**config.mk**
```make
export PLATFORM = sky130hd
export DESIGN_NAME = rt_ibex_pcs_stack
export DESIGN_NICKNAME = d
export VERILOG_FILES = /design/src/rtl/rt_ibex_pcs_pkg.sv /design/src/rtl/rt_ibex_pcs_stack_mem.sv /design/src/rtl/rt_ibex_pcs_stack.sv
export SDC_FILE = /design/constraint.sdc
export NUM_CORES = 2
export LEC_CHECK = 0
export ABC_AREA = 0
export BUFFER_PORTS_ARGS = -buffer_cell sky130_fd_sc_hd__buf_2
export CAP_MARGIN = 20
export CORE_MARGIN = 4
export CORE_UTILIZATION = 50
export CTS_CLUSTER_DIAMETER = 60
export DETAILED_ROUTE_END_ITERATION = 8
export GPL_ROUTABILITY_DRIVEN = 0
export PLACE_DENSITY = 0.78
export SLEW_MARGIN = 20
export SYNTH_ARGS = -nofsm -noshare
export SYNTH_HDL_FRONTEND = slang
export SYNTH_SLANG_ARGS = --single-unit
```
**constraint.sdc**
```tcl
create_clock -name clk_i -period 30.3 [get_ports clk_i]
set_input_delay 4.545 -clock clk_i [delete_from_list [all_inputs] [get_ports clk_i]]
set_output_delay 4.545 -clock clk_i [all_outputs]
set_load 0.02 [all_outputs]
```
**src/rtl/rt_ibex_pcs_pkg.sv**
```systemverilog
// Shared types for the rt-ibex preemptive context-save stack.
// The default-sized frame and count types match the stack's default parameters.
package rt_ibex_pcs_pkg;

    localparam int unsigned NrSavedRegsDef   = 9;
    localparam int unsigned DataWidthDef     = 32;
    localparam int unsigned IrqLevelWidthDef = 8;
    localparam int unsigned DepthDef         = 8;

    typedef enum logic [1:0] {
        IDLE           = 2'd0,
        STORE          = 2'd1,
        RESTORE        = 2'd2,
        RETURN_RESTORE = 2'd3
    } state_t;

    typedef struct packed {
        logic [IrqLevelWidthDef-1:0]                 level;
        logic [NrSavedRegsDef-1:0][DataWidthDef-1:0] regs;
    } frame_t;

    typedef logic [$clog2(DepthDef+1)-1:0] pcs_cnt_t;

endpackage

```
**src/rtl/rt_ibex_pcs_stack_mem.sv**
```systemverilog
// Frame storage for the context-save stack: one write port and one registered read port.
// The array itself is never reset; only the read register is.
module rt_ibex_pcs_stack_mem
    import rt_ibex_pcs_pkg::*;
#(
    parameter int unsigned Depth      = DepthDef,
    parameter int unsigned FrameWidth = 8,
    parameter int unsigned AddrWidth  = $clog2(Depth)
) (
    input  logic                  clk_i,
    input  logic                  rst_ni,
    input  logic                  we,
    input  logic [AddrWidth-1:0]  waddr,
    input  logic [FrameWidth-1:0] wdata,
    input  logic                  re,
    input  logic [AddrWidth-1:0]  raddr,
    output logic [FrameWidth-1:0] rdata
);

    logic [FrameWidth-1:0] mem_r [Depth];
    logic [FrameWidth-1:0] rdata_r;

    // frame array write port
    always_ff @(posedge clk_i) begin
        if (we) begin
            mem_r[waddr] <= wdata;
        end
    end

    // read register: keeps the last popped frame until the next pop
    always_ff @(posedge clk_i or negedge rst_ni) begin
        if (!rst_ni) begin
            rdata_r <= '0;
        end else if (re) begin
            rdata_r <= mem_r[raddr];
        end
    end

    assign rdata = rdata_r;

endmodule

```
**src/rtl/rt_ibex_pcs_stack.sv**
```systemverilog
// Context-save stack for nested interrupts: pushes register frames on ack,
// pops the top frame ahead of mret and strobes it out for register-file restore.
module rt_ibex_pcs_stack
    import rt_ibex_pcs_pkg::*;
#(
    parameter int unsigned NrSavedRegs   = NrSavedRegsDef,
    parameter int unsigned DataWidth     = DataWidthDef,
    parameter int unsigned IrqLevelWidth = IrqLevelWidthDef,
    parameter int unsigned Depth         = DepthDef
) (
    input  logic                                    clk_i,
    input  logic                                    rst_ni,
    input  logic [IrqLevelWidth-1:0]                irq_level_i,
    input  logic                                    irq_ack_i,
    input  logic                                    next_mret_i,
    input  logic                                    clear_i,
    input  logic [NrSavedRegs-1:0][DataWidth-1:0]   store_data_i,
    output logic [NrSavedRegs-1:0][DataWidth-1:0]   restore_data_o,
    output logic [IrqLevelWidth-1:0]                restore_level_o,
    output logic                                    restore_en_o,
    output logic [$clog2(Depth+1)-1:0]              count_o,
    output logic                                    full_o,
    output logic                                    empty_o,
    output logic                                    overflow_o,
    output logic                                    underflow_o
);

    localparam int unsigned CntW   = $clog2(Depth+1);
    localparam int unsigned AddrW  = $clog2(Depth);
    localparam int unsigned RegsW  = NrSavedRegs * DataWidth;
    localparam int unsigned FrameW = IrqLevelWidth + RegsW;
    localparam logic [CntW-1:0] CntOne  = CntW'(1);
    localparam logic [CntW-1:0] CntFull = CntW'(Depth);

    state_t            state_r, next_state_s;
    logic [CntW-1:0]   count_r;
    logic              ack_pend_r, overflow_r, underflow_r, restore_en_r;
    logic              ack_req_s, full_s, empty_s;
    logic              mem_we_s, mem_re_s, cnt_inc_s, cnt_dec_s;
    logic              set_over_s, set_under_s, pend_set_s, pend_clr_s;
    logic [FrameW-1:0] rdata_s;

    assign ack_req_s = irq_ack_i | ack_pend_r;
    assign full_s    = (count_r == CntFull);
    assign empty_s   = (count_r == '0);

    // next-state and datapath controls
    always_comb begin
        next_state_s = state_r;
        mem_we_s     = 1'b0;
        mem_re_s     = 1'b0;
        cnt_inc_s    = 1'b0;
        cnt_dec_s    = 1'b0;
        set_over_s   = 1'b0;
        set_under_s  = 1'b0;
        pend_set_s   = 1'b0;
        pend_clr_s   = 1'b0;
        case (state_r)
            IDLE: begin
                if (ack_req_s) begin
                    next_state_s = STORE;
                    pend_clr_s   = 1'b1;
                    // a fresh ack on top of a pending one cannot be queued
                    set_over_s   = irq_ack_i & ack_pend_r;
                end else if (next_mret_i) begin
                    if (empty_s) begin
                        set_under_s = 1'b1;
                    end else begin
                        next_state_s = RESTORE;
                    end
                end else begin
                    next_state_s = IDLE;
                end
            end
            STORE: begin
                next_state_s = IDLE;
                if (full_s) begin
                    set_over_s = 1'b1;
                end else begin
                    mem_we_s  = 1'b1;
                    cnt_inc_s = 1'b1;
                end
            end
            RESTORE: begin
                next_state_s = RETURN_RESTORE;
                mem_re_s     = 1'b1;
            end
            RETURN_RESTORE: begin
                next_state_s = IDLE;
                cnt_dec_s    = 1'b1;
            end
            default: begin
                next_state_s = IDLE;
            end
        endcase
        if ((state_r != IDLE) && irq_ack_i) begin
            if (ack_pend_r) begin
                set_over_s = 1'b1;
            end else begin
                pend_set_s = 1'b1;
            end
        end else begin
            pend_set_s = pend_set_s;
        end
    end

    // FSM, occupancy, pending ack, sticky flags and strobe; clear_i overrides all
    always_ff @(posedge clk_i or negedge rst_ni) begin
        if (!rst_ni) begin
            state_r      <= IDLE;
            count_r      <= '0;
            ack_pend_r   <= 1'b0;
            overflow_r   <= 1'b0;
            underflow_r  <= 1'b0;
            restore_en_r <= 1'b0;
        end else if (clear_i) begin
            state_r      <= IDLE;
            count_r      <= '0;
            ack_pend_r   <= 1'b0;
            overflow_r   <= 1'b0;
            underflow_r  <= 1'b0;
            restore_en_r <= 1'b0;
        end else begin
            state_r      <= next_state_s;
            restore_en_r <= (next_state_s == RETURN_RESTORE);
            overflow_r   <= overflow_r | set_over_s;
            underflow_r  <= underflow_r | set_under_s;
            if (cnt_inc_s) begin
                count_r <= count_r + CntOne;
            end else if (cnt_dec_s) begin
                count_r <= count_r - CntOne;
            end
            if (pend_set_s) begin
                ack_pend_r <= 1'b1;
            end else if (pend_clr_s) begin
                ack_pend_r <= 1'b0;
            end
        end
    end

    rt_ibex_pcs_stack_mem #(
        .Depth      (Depth),
        .FrameWidth (FrameW),
        .AddrWidth  (AddrW)
    ) u_mem (
        .clk_i  (clk_i),
        .rst_ni (rst_ni),
        .we     (mem_we_s & ~clear_i),
        .waddr  (AddrW'(count_r)),
        .wdata  ({irq_level_i, store_data_i}),
        .re     (mem_re_s & ~clear_i),
        .raddr  (AddrW'(count_r - CntOne)),
        .rdata  (rdata_s)
    );

    // a flush in the strobe cycle suppresses the restore
    assign restore_en_o    = restore_en_r & ~clear_i;
    assign restore_data_o  = rdata_s[RegsW-1:0];
    assign restore_level_o = rdata_s[FrameW-1 -: IrqLevelWidth];
    assign count_o         = count_r;
    assign full_o          = full_s;
    assign empty_o         = empty_s;
    assign overflow_o      = overflow_r;
    assign underflow_o     = underflow_r;

endmodule
```
# After elaboration in Yosys (flattened, before gate mapping)
# Memories as Yosys holds them, arrays and structs flattened. A register that Yosys moved wholly into a read port is not among the register bits.
# Cells that the tools add are included.
# word_totals
register_bits	10
ramBits	2368
in_bits	301
elab_cells	63
mem_count	1
# mem_list
name	words	width	rd	rd_ports_with_merged_regs	write_ports	line_no	text
u_mem.mem_r	8	296	1	1	1	rt_ibex_pcs_stack_mem.sv:20	logic [FrameWidth-1:0] mem_r [Depth];
# classes
n_addsub	2
eq_ne	5
n_mux	33
n_bitwise	8
reduce_logical	8
# op_table
operator	count
$mux W1	24
$mux W4	3
$mux W2	4
$eq A2 B2 Y1 const B	3
$pmux W2 S3	1
$reduce_bool A3 Y1	2
$add A4 B1 Y4 const B	1
$and A1 B1 Y1	4
$eq A4 B4 Y1 const B	1
$logic_not A4 Y1	1
$sub A4 B1 Y4 const B	1
$or A1 B1 Y1	3
$eq A2 B1 Y1 const B	1
$logic_not A2 Y1	1
$pmux W1 S2	1
$reduce_bool A2 Y1	1
$reduce_or A2 Y1	1
$logic_and A1 B1 Y1	1
$logic_not A1 Y1	1
$not A1 Y1	1

# Longest topological paths before layout
# logic_depth
depth_word	7
depth_mapped	10

# Hierarchy
# Synthesis repeated with hierarchy kept, for this count alone.
# unflattened
cells_unflattened	5415
area_unflattened_um2	102061.6
# by_module_without_submodules
mod	instances	cells_per_inst	area_each_um2	seq_area_each_um2
rt_ibex_pcs_stack_mem	1	5354	101434.8	78515.3
rt_ibex_pcs_stack	1	61	626.9	250.2

# Worst setup path after synthesis
# OpenSTA, ideal clock, no wires.
# synth_timing
kind	input -> register
start	in clear_i
end	mem u_mem.mem_r[0][0] in the netlist's numbering (enable)
setup_time_ps	1315
t_arrival_ps	24896
path_slack_ps	4088
stages	4
cell_sequence	buf_2 nor2b_1 nand3_1 nor3_1
# synth_between
elab_chain_len	4
# synth_lines
element	line_no	text
start, declared	rt_ibex_pcs_stack.sv:16	input logic clear_i,
$not A1 Y1	rt_ibex_pcs_stack.sv:148	.we (mem_we_s & ~clear_i),
$and A1 B1 Y1	rt_ibex_pcs_stack.sv:148	
$mux W1	rt_ibex_pcs_stack_mem.sv:25	if (we) begin
$mux W1 (not written as such)	rt_ibex_pcs_stack_mem.sv:26	mem_r[waddr] <= wdata;
end, declared	rt_ibex_pcs_stack_mem.sv:20	
# No other way between the ends.

# Final worst setup path
# layout_timing
start	in clear_i
end	out restore_en_o
# layout_between
elab_chain_len	2
# layout_lines
element	line_no	text
$not A1 Y1	rt_ibex_pcs_stack.sv:157	assign restore_en_o = restore_en_r & ~clear_i;
$and A1 B1 Y1	rt_ibex_pcs_stack.sv:157	
end, declared	rt_ibex_pcs_stack.sv:20	output logic restore_en_o,
# No other way between the ends.

==> results.yml <==
setup_path:
  worstPathCellList: "buf_2 > nor2b_1 > buf_2"
  cpMostUsedCell: "buf_2"
  criticalPathCategory: "in2out"
  critPathMaxFanout: 10
  slowest_delay_ns: 0.17
  start_kind: "input pin"
  cp.required_ns: 25.76
  cp.arrival_ns: 4.99
  slowest_stage: "buf_2"
  cp-end-kind: "output port"
global_routing:
  grt_pass1_vias: 54300
  antenna_found_initial: 89
  grt_overflow: 0
  grt_max_degree: 157
  gr-usage-all-layers_pct: 21.6
  grt_pass1_wl_um: 343000
cells_and_area:
  fin_nets: 6389
  syn_to_final_growth_pct: 14.8
  final.fill_count: 14300
  final_area_mm2: 0.116
  layout-drive-gt1-share_pct: 27.0
  multiInputGateArea_mm2: 0.0205
  regArea_mm2: 0.0788
  fin_cells: 9014
run:
  max-cap-violations: 0
placed_design:
  placed_cells: 8454
  port_buffers: 605
  pre_cts_slack_ns: 20.76
  place_area_mm2: 0.106
  dpl.hpwl_um: 127000
detailed_routing:
  vias: 52900
  ant_nets: 0
  wl_um: 231000
  drtIter0Drc: 4816
  drc: 0
  drt_pass1_iterations: 5
  wl_per_cell_um: 25.6
  via_per_inst: 5.87
die:
  die-area_mm2: 0.209
  ios: 606
  die_w_um: 457
  die_h_um: 457
  initial_core_util_pct: 50.3
  fp.coreArea_mm2: 0.200
  rows: 164
timing:
  worst_pin_slew_ns: 1.30
  timing_max_transition_violations_final: 0
  period_share_pct: 31.5
  fin_ws_ns: 20.76
  fin_crit_ns: 9.54
  rsz0062_at_grt: "false"
  holdWs_ns: 0.476
  finalSetupViolCount: 0
  hold_violations: 0
  fmax_ghz: 0.105
  skew_ns: 0.0587
  setup_tns_ns: 0
  slew-limit-headroom_pct: 13.3
power_and_ir_drop:
  ir_worst_vdd_uv: 71.4
  cellPowerDensity_mw_per_mm2: 80.8
  p_leak_nw: 39.5
clocking:
  clock_sinks: 2674
  cts_made_buffers: 285
  ctsHoldBuffers: 0
  clockBufferDepth: 4
  clkLatencyLatePin_ns: 0.94
  ctsResizeCount: 0
  clk_pin_slew_ns: 0.06
  cts_root_buffer: "clkbuf_16"
  post_cts.repair.setup_buffers: 0
  htreeDepth: 5
  tritoncts: "yes"
synthesis:
  seq_area_frac_synth_pct: 78.3
  syn_area_mm2: 0.101
  synth_warnings: 0
  yosys_register_bits: 2674
  syn-instance-count: 5436
  syn_area_per_cell_um2: 18.5
  synth_cell_types: 37
  synth_nets: 5739
min_path:
  min_path_type: "reg2reg"
run_status:
  status: "completed"
placed cells by master, fill, tap and decap left out, types with 2 or more instances in the layout:
master and n:
nand2_8 2, clkinvlp_4 4, edfxtp_1 2368, nand2_1 303, buf_4 76, clkbuf_16 291
dfrtp_1 306, inv_6 9, inv_1 4, a221o_1 296, xnor2_1 2, a221oi_1 2
clkbuf_1 75, mux2_2 592, clkinv_4 5, bufinv_16 17, clkinv_8 2, clkbuf_8 25
buf_12 11, o21ai_1 241, a21oi_1 3, o21ai_0 57, clkinv_2 46, mux2i_1 592
buf_2 604, diode_2 61, clkinv_1 23, nor2b_1 3, inv_8 2, nor2_1 10
o22ai_1 297, nor2_4 8, nor3_2 2, nor3b_1 2
final timing paths:
kind                                       from               end  slack [ns]  cells past startpoint
worst min register to register  u_mem.rdata[71]   u_mem.rdata[71]        0.48                      2
worst max-delay path                    clear_i      restore_en_o       20.76                      3
worst max register to register       count_o[0]  u_mem.rdata[143]       22.54                     11
worst min-delay path            u_mem.rdata[71]   u_mem.rdata[71]        0.48                      2
min in group asynchronous                rst_ni   u_mem.rdata[34]        3.61                      1
max in group asynchronous                rst_ni  u_mem.rdata[183]       24.52                      3
critical path, delay by kind of cell:
family                 cells  cell delay, ns
and+or+nand+nor            1            0.11
buffers and inverters      2            0.34
per-layer routing:
layer,global-route usage [%],wire [um],vias to the layer above
li1,-,-,23200
met1,27.4,91000,27200
met2,36.1,115000,1957
met3,4.57,16000,472
met4,8.95,8510,44
met5,0,270,-
per-stage QoR:
| stage | util, % | power (mW) |
|---|---|---|
| 2_1_floorplan | - | 5.50 |
| 3_3_place_gp | 53.2 | 6.03 |
| 3_5_place_dp | 53.2 | 6.07 |
| 4_1_cts | 57.6 | 9.38 |
| 5_1_grt | 57.7 | 9.67 |
| 6_report | 57.7 | 9.33 |
state kept, by name, indices dropped and copies added, names as in the netlist:
register and cells:
u_mem.rdata 296, overflow_o 1, count_o 4, state_r 2, ack_pend_r 1, u_mem.mem_r 2368
restore_en_r 1, underflow_o 1
logic make-up (layout without fill, tap and decap cells):
kind of cell | after synthesis | in the layout | share of synthesized area (%)
flip-flops | 2674 | 2674 | 78.3
multiplexers | 1184 | 1184 | 12.5
AO/OA/AOI/OAI | 902 | 902 | 6.35
AND/OR/NAND/NOR | 336 | 336 | 1.29
buffers and inverters | 335 | 1196 | 1.53
XOR/XNOR | 3 | 3 | 0.0336
adder cells (fa/ha/maj) | 2 | 2 | 0.0249
other | 0 | 61 | 0
cells in the mapped netlist:
master | n | area share, %
edfxtp_1 | 2368 | 71
clkbuf_1 | 103 | 0.38
ha_1 | 2 | 0.025
nand4_1 | 1 | 0.0062
nor2_1 | 17 | 0.063
nand3b_1 | 1 | 0.0075
buf_4 | 3 | 0.022
nor2_2 | 1 | 0.0062
nand2_1 | 304 | 1.1
buf_6 | 1 | 0.011
nand2b_1 | 1 | 0.0062
xnor2_2 | 1 | 0.016
a41oi_1 | 1 | 0.0087
inv_1 | 4 | 0.015
nor2b_1 | 3 | 0.019
buf_2 | 209 | 1.0
a31oi_1 | 1 | 0.0062
nand3_1 | 1 | 0.0050
nand2_2 | 2 | 0.012
xnor2_1 | 2 | 0.017
o21a_1 | 1 | 0.0075
dfrtp_1 | 306 | 7.6
a221oi_1 | 2 | 0.017
a22oi_1 | 1 | 0.0075
o21ai_1 | 241 | 1.2
a21oi_1 | 3 | 0.015
o21ai_0 | 57 | 0.28
mux2_2 | 592 | 6.6
nor3b_1 | 2 | 0.015
a221o_1 | 296 | 2.9
nor3_1 | 3 | 0.015
a2111o_1 | 1 | 0.011
clkinv_1 | 1 | 0.0037
o31a_1 | 1 | 0.0087
mux2i_1 | 592 | 5.9
buf_1 | 14 | 0.052
o22ai_1 | 297 | 1.8
power by group:
part           total, mW  switching [mW]  internal [mW]
logic               1.62            1.01          0.611
registers           4.38           0.151           4.23
clock network       3.33            1.36           1.97
total               9.33            2.52           6.81
final cells by class:
cell class	count	area share, %
clock buffer	391	6.85
inverter	5	0.0162
antenna	61	0.132
clock inverter	107	0.893
sequential	2674	68.2
tap	2656	2.88
multi-input combinational	2427	17.7
timing repair buffer	693	3.34
Note: power is estimated with default switching activity, not from simulation.
